**src/rtl/spi_req_scheduler.sv**
```systemverilog
// Arbitrates four requesters onto one SPI master register port and runs the
// configure / load / start / poll / read sequence for each granted request.
module spi_req_scheduler #(
    parameter logic [7:0]  MODE_MAP = 8'b11100100,
    parameter logic [3:0]  CLK_DIV  = 4'd2,
    parameter logic [15:0] TIMEOUT  = 16'd1000
) (
    input  logic        PCLK,
    input  logic        PRESETn,
    input  logic [3:0]  i_req,
    input  logic [31:0] i_tx_data,
    output logic [3:0]  o_grant,
    output logic [3:0]  o_done,
    output logic        o_err,
    output logic [7:0]  o_rx_data,
    output logic        o_busy,
    output logic        o_WR0,
    output logic        o_WR1,
    output logic        o_WR2,
    output logic        o_WR3,
    output logic        o_DR0,
    output logic        o_DR1,
    output logic        o_DR2,
    output logic        o_DR3,
    output logic [7:0]  o_PWDATA,
    input  logic [7:0]  i_PRDATA
);

    localparam int unsigned N_REQ = 4;
    localparam int unsigned DW    = 8;
    localparam int unsigned CNT_W = 16;
    localparam logic [CNT_W-1:0] POLL_LAST = TIMEOUT - CNT_W'(1);

    typedef enum logic [3:0] {
        S_IDLE, S_CFG, S_TX, S_CMD, S_SETTLE, S_POLL, S_RXRD, S_ABORT, S_DONE
    } state_t;

    state_t            r_state;
    logic [1:0]        r_rr_ptr;
    logic [1:0]        r_sel;
    logic [DW-1:0]     r_tx_byte;
    logic [CNT_W-1:0]  r_poll_cnt;
    logic [N_REQ-1:0]  r_grant;
    logic [N_REQ-1:0]  r_done;
    logic              r_err;
    logic [DW-1:0]     r_rx_data;
    logic              r_busy;
    logic              r_wr0;
    logic              r_wr1;
    logic              r_wr3;
    logic              r_dr0;
    logic              r_dr1;
    logic [DW-1:0]     r_pwdata;

    logic              w_found;
    logic [1:0]        w_sel;
    logic [1:0]        w_idx;
    logic [DW-1:0]     w_cfg_byte;
    logic [DW-1:0]     w_tx_byte;

    // Round-robin pick: first requesting index at or after the pointer.
    always_comb begin
        w_found = 1'b0;
        w_sel   = r_rr_ptr;
        w_idx   = '0;
        for (int k = 0; k < N_REQ; k++) begin
            w_idx = r_rr_ptr + 2'(k);
            if (!w_found && i_req[w_idx]) begin
                w_sel   = w_idx;
                w_found = 1'b1;
            end
        end
    end

    assign w_cfg_byte = {CLK_DIV, w_sel, MODE_MAP[{w_sel, 1'b0} +: 2]};
    assign w_tx_byte  = i_tx_data[{w_sel, 3'b000} +: DW];

    // Outputs are loaded on the edge that enters the state they belong to.
    always_ff @(posedge PCLK or negedge PRESETn) begin
        if (!PRESETn) begin
            r_state    <= S_IDLE;
            r_rr_ptr   <= '0;
            r_sel      <= '0;
            r_tx_byte  <= '0;
            r_poll_cnt <= '0;
            r_grant    <= '0;
            r_done     <= '0;
            r_err      <= 1'b0;
            r_rx_data  <= '0;
            r_busy     <= 1'b0;
            r_wr0      <= 1'b0;
            r_wr1      <= 1'b0;
            r_wr3      <= 1'b0;
            r_dr0      <= 1'b0;
            r_dr1      <= 1'b0;
            r_pwdata   <= '0;
        end else begin
            r_wr0  <= 1'b0;
            r_wr1  <= 1'b0;
            r_wr3  <= 1'b0;
            r_dr0  <= 1'b0;
            r_dr1  <= 1'b0;
            r_done <= '0;
            case (r_state)
                S_IDLE: begin
                    if (w_found) begin
                        r_grant   <= N_REQ'(1) << w_sel;
                        r_sel     <= w_sel;
                        r_tx_byte <= w_tx_byte;
                        r_pwdata  <= w_cfg_byte;
                        r_wr0     <= 1'b1;
                        r_busy    <= 1'b1;
                        r_state   <= S_CFG;
                    end
                end
                S_CFG: begin
                    r_wr1    <= 1'b1;
                    r_pwdata <= r_tx_byte;
                    r_state  <= S_TX;
                end
                S_TX: begin
                    r_wr3    <= 1'b1;
                    r_pwdata <= 8'h01;
                    r_state  <= S_CMD;
                end
                S_CMD: begin
                    r_poll_cnt <= '0;
                    r_state    <= S_SETTLE;
                end
                S_SETTLE: begin
                    r_dr0   <= 1'b1;
                    r_state <= S_POLL;
                end
                // Busy bit is valid combinationally while the STATE read strobe is up.
                S_POLL: begin
                    if (!i_PRDATA[0]) begin
                        r_dr1   <= 1'b1;
                        r_state <= S_RXRD;
                    end else if (r_poll_cnt == POLL_LAST) begin
                        r_wr3    <= 1'b1;
                        r_pwdata <= 8'h00;
                        r_state  <= S_ABORT;
                    end else begin
                        r_poll_cnt <= r_poll_cnt + CNT_W'(1);
                        r_state    <= S_SETTLE;
                    end
                end
                S_RXRD: begin
                    r_rx_data <= i_PRDATA;
                    r_done    <= r_grant;
                    r_err     <= 1'b0;
                    r_state   <= S_DONE;
                end
                S_ABORT: begin
                    r_rx_data <= 8'h00;
                    r_done    <= r_grant;
                    r_err     <= 1'b1;
                    r_state   <= S_DONE;
                end
                S_DONE: begin
                    r_rr_ptr <= r_sel + 2'd1;
                    r_grant  <= '0;
                    r_err    <= 1'b0;
                    r_busy   <= 1'b0;
                    r_state  <= S_IDLE;
                end
                default: begin
                    r_grant <= '0;
                    r_err   <= 1'b0;
                    r_busy  <= 1'b0;
                    r_state <= S_IDLE;
                end
            endcase
        end
    end

    assign o_grant   = r_grant;
    assign o_done    = r_done;
    assign o_err     = r_err;
    assign o_rx_data = r_rx_data;
    assign o_busy    = r_busy;
    assign o_WR0     = r_wr0;
    assign o_WR1     = r_wr1;
    assign o_WR2     = 1'b0;
    assign o_WR3     = r_wr3;
    assign o_DR0     = r_dr0;
    assign o_DR1     = r_dr1;
    assign o_DR2     = 1'b0;
    assign o_DR3     = 1'b0;
    assign o_PWDATA  = r_pwdata;

endmodule

```
**config.mk**
```make
export PLATFORM = sky130hd
export DESIGN_NAME = spi_req_scheduler
export DESIGN_NICKNAME = d
export VERILOG_FILES = /design/src/rtl/spi_req_scheduler.sv
export SDC_FILE = /design/constraint.sdc
export NUM_CORES = 1
export LEC_CHECK = 0
export CELL_PAD_IN_SITES_DETAIL_PLACEMENT = 0
export CELL_PAD_IN_SITES_GLOBAL_PLACEMENT = 1
export CORE_UTILIZATION = 40
export DETAILED_ROUTE_END_ITERATION = 8
export GPL_ROUTABILITY_DRIVEN = 0
export PLACE_DENSITY_LB_ADDON = 0.1
export SETUP_SLACK_MARGIN = 0.02
export SYNTH_ARGS = -nofsm -noshare
export SYNTH_HDL_FRONTEND = slang
export SYNTH_SLANG_ARGS = --single-unit
```
**constraint.sdc**
```tcl
create_clock -name PCLK -period 4.1 [get_ports PCLK]
set_clock_uncertainty 0.1 [all_clocks]
set_input_delay 1.025 -clock PCLK [delete_from_list [all_inputs] [get_ports PCLK]]
set_output_delay 1.025 -clock PCLK [all_outputs]
set_load 0.005 [all_outputs]
```
==> insert_results.sql, run 1 <==
INSERT INTO impl_metrics (metric_group, metric, value, unit) VALUES
('synthesis', 'yosys.area.top_type_share', '0.4597', ''),
('setup_path', 'reg2reg_slack', '1.81', 'ns'),
('timing', 'fmax', '332.4', 'MHz'),
('synthesis', 'synth_warnings', '0', ''),
('place', 'post_dp_cell_area', '0.004185', 'mm^2'),
('power_and_ir_drop', 'power.share.clock', '0.224', ''),
('timing', 'finalHoldWorstSlack', '0.3649', 'ns'),
('power_and_ir_drop', 'power.switching', '0.001004', 'W'),
('setup_path', 'setup.worst_path.start_class', 'primary input', ''),
('cells_and_area', 'insertedDiodeCount', '0', ''),
('floorplanning', 'std_cell_rows', '33', ''),
('routing', 'vias', '2823', ''),
('clock_network', 'clock_latency', '0.34', 'ns'),
('setup_path', 'crit_path_cell_trace', 'clkdlybuf4s50_1 > and2b_2 > o21ai_2 > nand3_2 > mux2_2 > o221a_2', ''),
('clock_network', 'clkSlewWorstSetupHoldPaths', '0.07', 'ns'),
('timing', 'worstMarginPinSlew', '0.9311', 'ns'),
('timing', 'report.final.hold_viol_count', '0', ''),
('timing', 'timing.final.crit_share', '0.7337', ''),
('floorplanning', 'die-area', '0.008948', 'mm^2'),
('global_route', 'global_route_wire_length_before_repair', '13.12', 'mm'),
('place', 'hpwl', '5.778', 'mm'),
('setup_path', 'timing.critical_path.fanout_max', '15', ''),
('global_route', 'pin_count_of_the_biggest_net_entering_global_routing', '42', ''),
('clock_network', 'tritoncts.num_buffers', '9', ''),
('power_and_ir_drop', 'internal_power', '0.001864', 'W'),
('timing', 'setup-violations-final', '0', ''),
('timing', 'rsz0062_at_grt', 'no', ''),
('routing', 'detail_route.vias_per_cell', '5.377', ''),
('timing', 'maxSlewHeadroom', '0.3745', ''),
('setup_path', 'slowest_stage', 'clkdlybuf4s50_1', ''),
('clock_network', 'cts.htree.levels', '3', ''),
('clock_network', 'cts_sinks', '63', ''),
('setup_path', 'worst_setup_path_end_kind', 'flop', ''),
('floorplanning', 'placeableCoreArea', '0.008258', 'mm^2'),
('status', 'run_status', 'finished clean', ''),
('routing', 'first_pass_iteration_count_of_the_detailed_router', '4', ''),
('cells_and_area', 'ff_latch_area', '0.001577', 'mm^2'),
('synthesis', 'synth_top_cell_by_area', 'dfrtp_1', ''),
('timing', 'post_route_worst_setup_slack', '1.092', 'ns'),
('clock_network', 'cts-root-buf', 'clkbuf_8', ''),
('power_and_ir_drop', 'p_comb_frac', '0.417', ''),
('cells_and_area', 'fillers', '787', ''),
('setup_path', 'required', '4.23', 'ns'),
('job', 'cap_viol_max_count', '0', ''),
('power_and_ir_drop', 'leakagePower', '1.838', 'nW'),
('clock_network', 'post_cts_hold_buffer_count', '0', ''),
('setup_path', 'critical_path.n_buffers_inverters', '1', ''),
('global_route', 'number_of_global_route_vias_before_repair', '2631', ''),
('floorplanning', 'die_width', '94.60', 'um'),
('cells_and_area', 'stdcell_area', '0.004422', 'mm^2'),
('power_and_ir_drop', 'powerDensity', '648.6', 'mW/mm^2'),
('synthesis', 'post_synth_inst_count', '348', ''),
('global_route', 'global_route.overflow_total', '0', ''),
('synthesis', 'synth_flop_cell', 'dfrtp_1', ''),
('routing', 'drtIter0Drc', '117', ''),
('min_path', 'holdCritPathClass', 'flop to flop', ''),
('routing', 'totalWireLength', '7.951', 'mm'),
('setup_path', 'crit_path_max_incr_delay', '0.62', 'ns'),
('clock_network', 'post_cts_buffers', '0', ''),
('timing', 'timing.final.max_slew_violations', '0', ''),
('power_and_ir_drop', 'swShare', '0.3502', ''),
('synthesis', 'post-synth-top-count-cell', 'dfrtp_1', ''),
('synthesis', 'ys_seq_elements', '63', ''),
('clock_network', 'cts_max_path_buffers', '2', ''),
('setup_path', 'r2r_cells', '6', ''),
('cells_and_area', 'multi_input_comb_area', '0.001658', 'mm^2'),
('place', 'portBuffers', '76', ''),
('synthesis', 'ys_seq_area_frac', '0.4597', ''),
('place', 'place_ws', '0.7416', 'ns'),
('synthesis', 'netlist_top_cells_count', 'dfrtp_1, nand2_1, nor2_1', ''),
('setup_path', 'timing_worst_setup_path_type', 'primary input to flop', '');
## layer usage
metal  track usage  up-vias  routed length (um)
li1              -     1379                   -
met4       0.05682        0                  48
met2        0.2778       60                3520
met5             0        -                   0
met3       0.05153        5                 377
met1        0.2760     1379                4004
## cell families (layout without fill, tap and decap cells)
logic type                 count (synthesis)  in the layout  share of synthesized area
buffers and inverters                     37            107                    0.05910
xor gates and xnor gates                  14             14                    0.03575
muxes                                     10             10                    0.03685
other                                      1              3                   0.001093
DFF                                       63             63                     0.4597
adders and majority gates                  1              1                   0.003648
and+or+nand+nor                          148            148                     0.2357
AOI/OAI and AO/OA                         74             74                     0.1682
## worst register-to-register path, delay by kind of cell (launching register included)
| family | cells | cell delay [ns] |
|---|---|---|
| and+or+nand+nor | 3 | 0.94 |
| DFF | 1 | 0.43 |
| muxes | 1 | 0.33 |
| adders and majority gates | 1 | 0.23 |
| AOI/OAI and AO/OA | 1 | 0.16 |
## final timing paths
path,startpoint,endpoint
max in group asynchronous,PRESETn,r_poll_cnt[7]
min reg2reg,o_rx_data[2],o_rx_data[2]
max reg2reg,r_poll_cnt[0],o_PWDATA[3]
min in group asynchronous,PRESETn,o_rx_data[4]
max,i_req[3],r_tx_byte[6]
min,o_rx_data[2],o_rx_data[2]
## area by class of cell
type | count | area share
Multi-Input combinational cell | 250 | 0.3749
Sequential cell | 63 | 0.3565
Timing Repair Buffer | 78 | 0.1743
Tap cell | 105 | 0.02971
Clock buffer | 10 | 0.02886
Clock inverter | 6 | 0.02462
Inverter | 13 | 0.01104
## power by group through the flow
stage / logic (W) / clock network, W / registers [W]
after detailed placement: 0.00119 / 0 / 0.00104
final: 0.00120 / 0.000642 / 0.00103
after floorplan: 0.000881 / 0 / 0.000937
after global routing: 0.00133 / 0.000693 / 0.00106
after CTS: 0.00120 / 0.000660 / 0.00103
after global placement: 0.00118 / 0 / 0.00104
## flip-flops by register name (all words and copies together), names as in the netlist
| name | flops |
|---|---|
| r_poll_cnt | 16 |
| o_PWDATA | 8 |
| o_rx_data | 8 |
| r_tx_byte | 8 |
| o_done | 4 |
| o_grant | 4 |
| r_state | 4 |
| r_rr_ptr | 2 |
| r_sel | 2 |
| o_DR0 | 1 |
| o_DR1 | 1 |
| o_WR0 | 1 |
| o_WR1 | 1 |
| o_WR3 | 1 |
| o_busy | 1 |
| o_err | 1 |
## per-stage QoR
stage                     cells    util
after floorplan             350       -
after global placement      509  0.5068
after detailed placement    509  0.5068
after CTS                   525  0.5355
after global routing        525  0.5355
final                       525  0.5355
## layout by cell type (no fill, tap or decap), drive strengths merged, types with 6 or more instances in the layout
master         instances
and2                   9
nor3                  10
nor4                   6
dfrtp                 63
a21oi                 16
nand2                 34
nand4                  7
clkdlybuf4s50         75
xnor2                 14
nand3b                 7
o21ai                  9
nor2                  31
clkbuf                10
nor2b                  7
o31ai                 11
nand3                 15
mux2                   9
inv                   13
(Power assumes the default switching activity.)
==> inputs of run 2 (changes only) <==
--- a/config.mk
+++ b/config.mk
@@ -7,7 +7,7 @@
 export LEC_CHECK = 0
 export CELL_PAD_IN_SITES_DETAIL_PLACEMENT = 0
 export CELL_PAD_IN_SITES_GLOBAL_PLACEMENT = 1
-export CORE_UTILIZATION = 40
+export CORE_UTILIZATION = 38
 export DETAILED_ROUTE_END_ITERATION = 8
 export GPL_ROUTABILITY_DRIVEN = 0
 export PLACE_DENSITY_LB_ADDON = 0.1
==> constraint.sdc (replaced) <==
create_clock -name PCLK -period 2.8 [get_ports PCLK]
set_clock_uncertainty 0.1 [all_clocks]
set_input_delay 0.7 -clock PCLK [delete_from_list [all_inputs] [get_ports PCLK]]
set_output_delay 0.7 -clock PCLK [all_outputs]
set_load 0.005 [all_outputs]
==> run 2 against run 1 <==
Clock power grew 5.3%. Worst hold slack lost 0.16 ns. Sequential cell count is the same. Routed wire length grew 2.8%. Global-route usage shrank 0.63 points. Largest power group unchanged.
==> insert_results.sql, run 2 (same netlist as run 1, synthesis figures left out) <==
INSERT INTO impl_metrics (metric_group, metric, value, unit) VALUES
('clock_network', 'clkSlewWorstSetupHoldPaths', '0.07', 'ns'),
('global_route', 'number_of_global_route_vias_before_repair', '2778', ''),
('job', 'cap_viol_max_count', '0', ''),
('routing', 'vias', '2824', ''),
('cells_and_area', 'area.growth.synth_to_final', '30.21', '%'),
('global_route', 'global_route_wire_length_before_repair', '13.93', 'mm'),
('setup_path', 'path_delay_family', 'simple AND/OR/NAND/NOR gates', ''),
('floorplanning', 'die_width', '97', 'um'),
('clock_network', 'cts-root-buf', 'clkbuf_8', ''),
('setup_path', 'critical_path.n_buffers_inverters', '2', ''),
('floorplanning', 'chipHeight', '97', 'um'),
('cells_and_area', 'largest-register', 'r_poll_cnt', ''),
('power_and_ir_drop', 'leakagePower', '1.873', 'nW'),
('global_route', 'number_of_antenna_violations_at_the_first_check_in_global_routing', '0', ''),
('cells_and_area', 'post_route_cells_drive_above_1_share', '0.1475', ''),
('global_route', 'grt_util_all_layers', '0.1845', ''),
('timing', 'maxSlewHeadroom', '0.3808', ''),
('routing', 'detail_route.vias_per_cell', '5.210', ''),
('setup_path', 'reg2reg_slack', '0.46', 'ns'),
('clock_network', 'tritoncts.num_buffers', '9', ''),
('timing', 'rsz0062_at_grt', 'no', ''),
('setup_path', 'setup.worst_path.start_class', 'primary input', ''),
('timing', 'sum_neg_setup_slack', '0', 'ns'),
('cells_and_area', 'mostFrequentLayoutCell', 'clkdlybuf4s50_1', ''),
('routing', 'routedWlPerCell', '15.09', 'um'),
('power_and_ir_drop', 'worst_ir_drop_vdd', '426.9', 'uV'),
('min_path', 'holdCritPathClass', 'primary input to asynchronous set/reset pin', ''),
('floorplanning', 'initial_utilization', '0.3933', ''),
('timing', 'setup-violations-final', '0', ''),
('floorplanning', 'placeableCoreArea', '0.008721', 'mm^2'),
('timing', 'fmax', '400.6', 'MHz'),
('global_route', 'global_route.overflow_total', '0', ''),
('timing', 'min_period', '2.496', 'ns'),
('routing', 'drc_errors', '0', ''),
('clock_network', 'cts_max_path_buffers', '2', ''),
('clock_network', 'post_cts_hold_buffer_count', '0', ''),
('place', 'portBuffers', '76', ''),
('routing', 'drtIter0Drc', '117', ''),
('setup_path', 'crit_path_max_incr_delay', '0.75', 'ns'),
('setup_path', 'slowest_stage', 'nor3_1', ''),
('timing', 'timing.final.crit_share', '0.8914', ''),
('clock_network', 'cts_sinks', '63', ''),
('place', 'place_ws', '-0.06392', 'ns'),
('setup_path', 'worst_setup_path_end_kind', 'flop', ''),
('timing', 'worstMarginPinSlew', '0.9218', 'ns'),
('clock_network', 'tritoncts', 'done', ''),
('setup_path', 'required', '2.98', 'ns'),
('timing', 'finalHoldWorstSlack', '0.2055', 'ns'),
('power_and_ir_drop', 'total_power', '0.003999', 'W'),
('timing', 'timing.final.max_slew_violations', '0', ''),
('setup_path', 'crit_path_cell_trace', 'clkdlybuf4s50_1 > buf_4 > nor3_1 > o31ai_1 > o2111ai_1 > o221a_2', ''),
('status', 'run_status', 'finished clean', ''),
('clock_network', 'post_cts_buffers', '0', ''),
('clock_network', 'post_cts_resize_count', '0', ''),
('clock_network', 'clock_latency', '0.34', 'ns'),
('floorplanning', 'floorplan.io_pins', '80', ''),
('global_route', 'pin_count_of_the_biggest_net_entering_global_routing', '26', ''),
('setup_path', 'timing_worst_setup_path_type', 'primary input to flop', ''),
('routing', 'post_drt_antenna_nets', '0', ''),
('floorplanning', 'die-area', '0.009409', 'mm^2'),
('cells_and_area', 'insertedDiodeCount', '0', ''),
('clock_network', 'cts.htree.levels', '3', ''),
('cells_and_area', 'flip_flop_count_of_the_largest_register_all_copies_and_words_added', '16', ''),
('place', 'hpwl', '6.010', 'mm'),
('routing', 'first_pass_iteration_count_of_the_detailed_router', '4', ''),
('routing', 'totalWireLength', '8.177', 'mm'),
('timing', 'post_route_worst_setup_slack', '0.3040', 'ns'),
('timing', 'report.final.hold_viol_count', '0', ''),
('cells_and_area', 'finalNetCount', '477', ''),
('setup_path', 'cp.arrival', '2.68', 'ns'),
('setup_path', 'timing.critical_path.fanout_max', '8', ''),
('cells_and_area', 'mostFrequentLayoutCells', 'clkdlybuf4s50_1, dfrtp_1, nand2_1', ''),
('floorplanning', 'std_cell_rows', '34', ''),
('power_and_ir_drop', 'powerDensity', '895.6', 'mW/mm^2');
==> run 2: cell types whose count changed in the layout (fill, tap and decap cells not counted), sizes merged <==
cell,change
bufinv,-3
clkbuf,+1
clkinvlp,+1
buf,+15
==> run 2: area by class of cell <==
| class | count | area, um^2 |
|---|---|---|
| timing repair buffer | 93 | 883.3 |
| clock inverter | 4 | 22.52 |
| sequential | 63 | 1577 |
| fill | 810 | 4255 |
| inverter | 13 | 48.80 |
| multi-input combinational | 250 | 1658 |
| tap | 108 | 135.1 |
| clock buffer | 11 | 141.4 |
==> run 2: metal layers <==
metal,global-route usage,vias to the layer above,wire length [um]
met2,0.2649,65,3646
met3,0.04624,9,321
met5,0,-,0
met4,0.06315,0,99
met1,0.2696,1339,4110
li1,-,1411,-
==> run 2: through the flow <==
stage	util	cell area [um^2]	instances
2_1_floorplan	-	3437	350
3_3_place_gp	0.4933	4302	527
3_5_place_dp	0.4933	4302	527
4_1_cts	0.5121	4466	542
5_1_grt	0.5121	4466	542
6_report	0.5121	4466	542
==> run 2: worst paths after layout <==
path | from | to | depth (start not counted)
setup reg to reg | r_poll_cnt[0] | o_PWDATA[3] | 6
min in group PCLK | o_rx_data[2] | o_rx_data[2] | 2
max in group asynchronous | PRESETn | r_tx_byte[7] | 2
hold reg to reg | o_rx_data[2] | o_rx_data[2] | 2
setup / recovery | i_req[3] | r_tx_byte[6] | 6
hold / removal | PRESETn | o_rx_data[6] | 1
==> run 2: where the power goes <==
group / switching, W / total, W / internal (W)
sequential: 0.000283 / 0.00148 / 0.00120
clock: 0.000341 / 0.000676 / 0.000336
combinational: 0.000837 / 0.00184 / 0.00100
total: 0.00146 / 0.00400 / 0.00254
==> inputs of run 3 (changes only) <==
--- a/config.mk
+++ b/config.mk
@@ -10,7 +10,8 @@
 export CORE_UTILIZATION = 38
 export DETAILED_ROUTE_END_ITERATION = 8
 export GPL_ROUTABILITY_DRIVEN = 0
-export PLACE_DENSITY_LB_ADDON = 0.1
+export PLACE_DENSITY = 0.85
+export RECOVER_POWER = 100
 export SETUP_SLACK_MARGIN = 0.02
 export SYNTH_ARGS = -nofsm -noshare
 export SYNTH_HDL_FRONTEND = slang
==> run 3 against run 2 <==
The run now ends with max-capacitance violations, max-slew violations left. Clock power rose by 6.8%. Final cell count fell by 0.18%. Combinational power fell by 6%. Routed wire length fell by 1.8%. Largest power group unchanged.
==> insert_results.sql, run 3 (same netlist as run 1, synthesis figures left out) <==
INSERT INTO impl_metrics (metric_group, metric, value, unit) VALUES
('clock_network', 'tritoncts.num_buffers', '9', ''),
('clock_network', 'cts_sinks', '63', ''),
('setup_path', 'cp.arrival', '2.75', 'ns'),
('cells_and_area', 'flip_flop_count_of_the_largest_register_all_copies_and_words_added', '16', ''),
('timing', 'setup-violations-final', '0', ''),
('global_route', 'number_of_antenna_violations_at_the_first_check_in_global_routing', '0', ''),
('cells_and_area', 'layout.core_utilization', '0.5099', ''),
('cells_and_area', 'fillers', '808', ''),
('floorplanning', 'floorplan.io_pins', '80', ''),
('clock_network', 'cts.htree.levels', '3', ''),
('setup_path', 'slowest_stage', 'dlygate4sd3_1', ''),
('cells_and_area', 'insertedDiodeCount', '0', ''),
('setup_path', 'crit_path_cell_trace', 'dlygate4sd3_1 > or4_1 > clkbuf_1 > nand3_2 > clkbuf_1 > a221o_1 > o22a_1', ''),
('setup_path', 'worst_setup_path_end_kind', 'flop', ''),
('setup_path', 'crit_path_max_incr_delay', '0.63', 'ns'),
('power_and_ir_drop', 'powerDensity', '879.7', 'mW/mm^2'),
('routing', 'detail_route.vias_per_cell', '5.305', ''),
('routing', 'first_pass_iteration_count_of_the_detailed_router', '4', ''),
('place', 'portBuffers', '76', ''),
('clock_network', 'post_cts_resize_count', '0', ''),
('timing', 'timing.final.max_slew_violations', '27', ''),
('power_and_ir_drop', 'worst_ir_drop_vdd', '405.8', 'uV'),
('min_path', 'holdCritPathClass', 'flop to flop', ''),
('timing', 'maxSlewHeadroom', '-0.02238', ''),
('routing', 'totalWireLength', '8.031', 'mm'),
('floorplanning', 'placeableCoreArea', '0.008721', 'mm^2'),
('cells_and_area', 'finalNetCount', '476', ''),
('routing', 'drc_errors', '0', ''),
('global_route', 'grt_util_all_layers', '0.1830', ''),
('timing', 'timing.final.crit_share', '0.9180', ''),
('status', 'run_status', 'complete, but fails checks', ''),
('cells_and_area', 'mostFrequentLayoutCell', 'dfrtp_1', ''),
('setup_path', 'critical_path.most_common_cell', 'clkbuf_1', ''),
('place', 'place_ws', '-0.007409', 'ns'),
('floorplanning', 'initial_utilization', '0.3933', ''),
('timing', 'rsz0062_at_grt', 'no', ''),
('cells_and_area', 'ff_latch_area', '0.001577', 'mm^2'),
('timing', 'post_route_worst_setup_slack', '0.2296', 'ns'),
('clock_network', 'clkSlewWorstSetupHoldPaths', '0.07', 'ns'),
('cells_and_area', 'area.growth.synth_to_final', '29.66', '%'),
('cells_and_area', 'mostFrequentLayoutCells', 'dfrtp_1, clkdlybuf4s50_1, nand2_1', ''),
('global_route', 'global_route_wire_length_before_repair', '13.87', 'mm'),
('place', 'post_dp_cell_area', '0.004307', 'mm^2'),
('clock_network', 'tritoncts', 'done', ''),
('timing', 'report.final.hold_viol_count', '0', ''),
('setup_path', 'setup.worst_path.start_class', 'primary input', ''),
('floorplanning', 'std_cell_rows', '34', ''),
('clock_network', 'post_cts_buffers', '0', ''),
('cells_and_area', 'stdcell_area', '0.004447', 'mm^2'),
('place', 'hpwl', '5.914', 'mm'),
('power_and_ir_drop', 'leakagePower', '1.909', 'nW'),
('clock_network', 'post_cts_hold_buffer_count', '0', ''),
('clock_network', 'cts-root-buf', 'clkbuf_8', ''),
('status', 'violated_checks', 'max-capacitance violations, max-slew violations', ''),
('global_route', 'global_route.overflow_total', '0', ''),
('job', 'cap_viol_max_count', '1', ''),
('global_route', 'pin_count_of_the_biggest_net_entering_global_routing', '38', ''),
('routing', 'routedWlPerCell', '14.84', 'um'),
('timing', 'worstMarginPinSlew', '1.534', 'ns'),
('routing', 'vias', '2870', ''),
('clock_network', 'cts_max_path_buffers', '2', ''),
('clock_network', 'clock_latency', '0.34', 'ns'),
('timing', 'min_period', '2.570', 'ns'),
('floorplanning', 'die_width', '97', 'um'),
('floorplanning', 'chipHeight', '97', 'um'),
('cells_and_area', 'multi_input_comb_area', '0.001632', 'mm^2'),
('routing', 'drtIter0Drc', '137', ''),
('setup_path', 'required', '2.98', 'ns'),
('routing', 'post_drt_antenna_nets', '0', ''),
('setup_path', 'timing_worst_setup_path_type', 'primary input to flop', ''),
('setup_path', 'timing.critical_path.fanout_max', '8', ''),
('timing', 'fmax', '389.0', 'MHz'),
('cells_and_area', 'post_route_cells_drive_above_1_share', '0.1224', ''),
('timing', 'finalHoldWorstSlack', '0.3625', 'ns'),
('global_route', 'number_of_global_route_vias_before_repair', '2857', ''),
('cells_and_area', 'largest-register', 'r_poll_cnt', ''),
('floorplanning', 'die-area', '0.009409', 'mm^2');
run 3: routing by layer:
layer / GRT usage / share of wire / vias to the layer above
li1: - / - / 1417
met1: 0.2478 / 0.47 / 1361
met2: 0.2741 / 0.46 / 86
met3: 0.05058 / 0.056 / 6
met4: 0.07922 / 0.014 / 0
met5: 0 / 0 / -
run 3: layout make-up:
type | count | area share
sequential | 63 | 0.3545
timing repair buffer | 92 | 0.1961
clock inverter | 3 | 0.003939
multi-input combinational | 250 | 0.3669
clock buffer | 12 | 0.03714
tap | 108 | 0.03039
inverter | 13 | 0.01097
run 3: power breakdown:
| group | switching, W | internal [W] |
|---|---|---|
| combinational | 0.000838 | 0.000890 |
| clock | 0.000337 | 0.000386 |
| sequential | 0.000264 | 0.00120 |
| total | 0.00144 | 0.00247 |
run 3: final timing paths:
| kind | to | depth (start not counted) | slack (ns) | from |
|---|---|---|---|---|
| min in group asynchronous | o_PWDATA[0] | 1 | 0.63 | PRESETn |
| max in group asynchronous | r_poll_cnt[9] | 1 | 1.08 | PRESETn |
| max reg2reg | o_PWDATA[6] | 6 | 0.30 | r_poll_cnt[0] |
| min | o_rx_data[7] | 2 | 0.36 | o_rx_data[7] |
| min reg2reg | o_rx_data[7] | 2 | 0.36 | o_rx_data[7] |
| max | r_tx_byte[7] | 7 | 0.23 | i_req[2] |
run 3: worst max-delay path: cells and delay by family:
kind	cells	cell delay (ns)
buffers and inverters	3	1.04
and+or+nand+nor	2	0.67
AOI/OAI and AO/OA	2	0.34
run 3: stage by stage:
stage,total power (W),std cells,TNS [ns]
3_5_place_dp,0.003352,526,-0.007409
3_3_place_gp,0.003317,526,0
2_1_floorplan,0.002662,350,0
5_1_grt,0.004219,541,0
4_1_cts,0.004096,541,0
6_report,0.003912,541,0
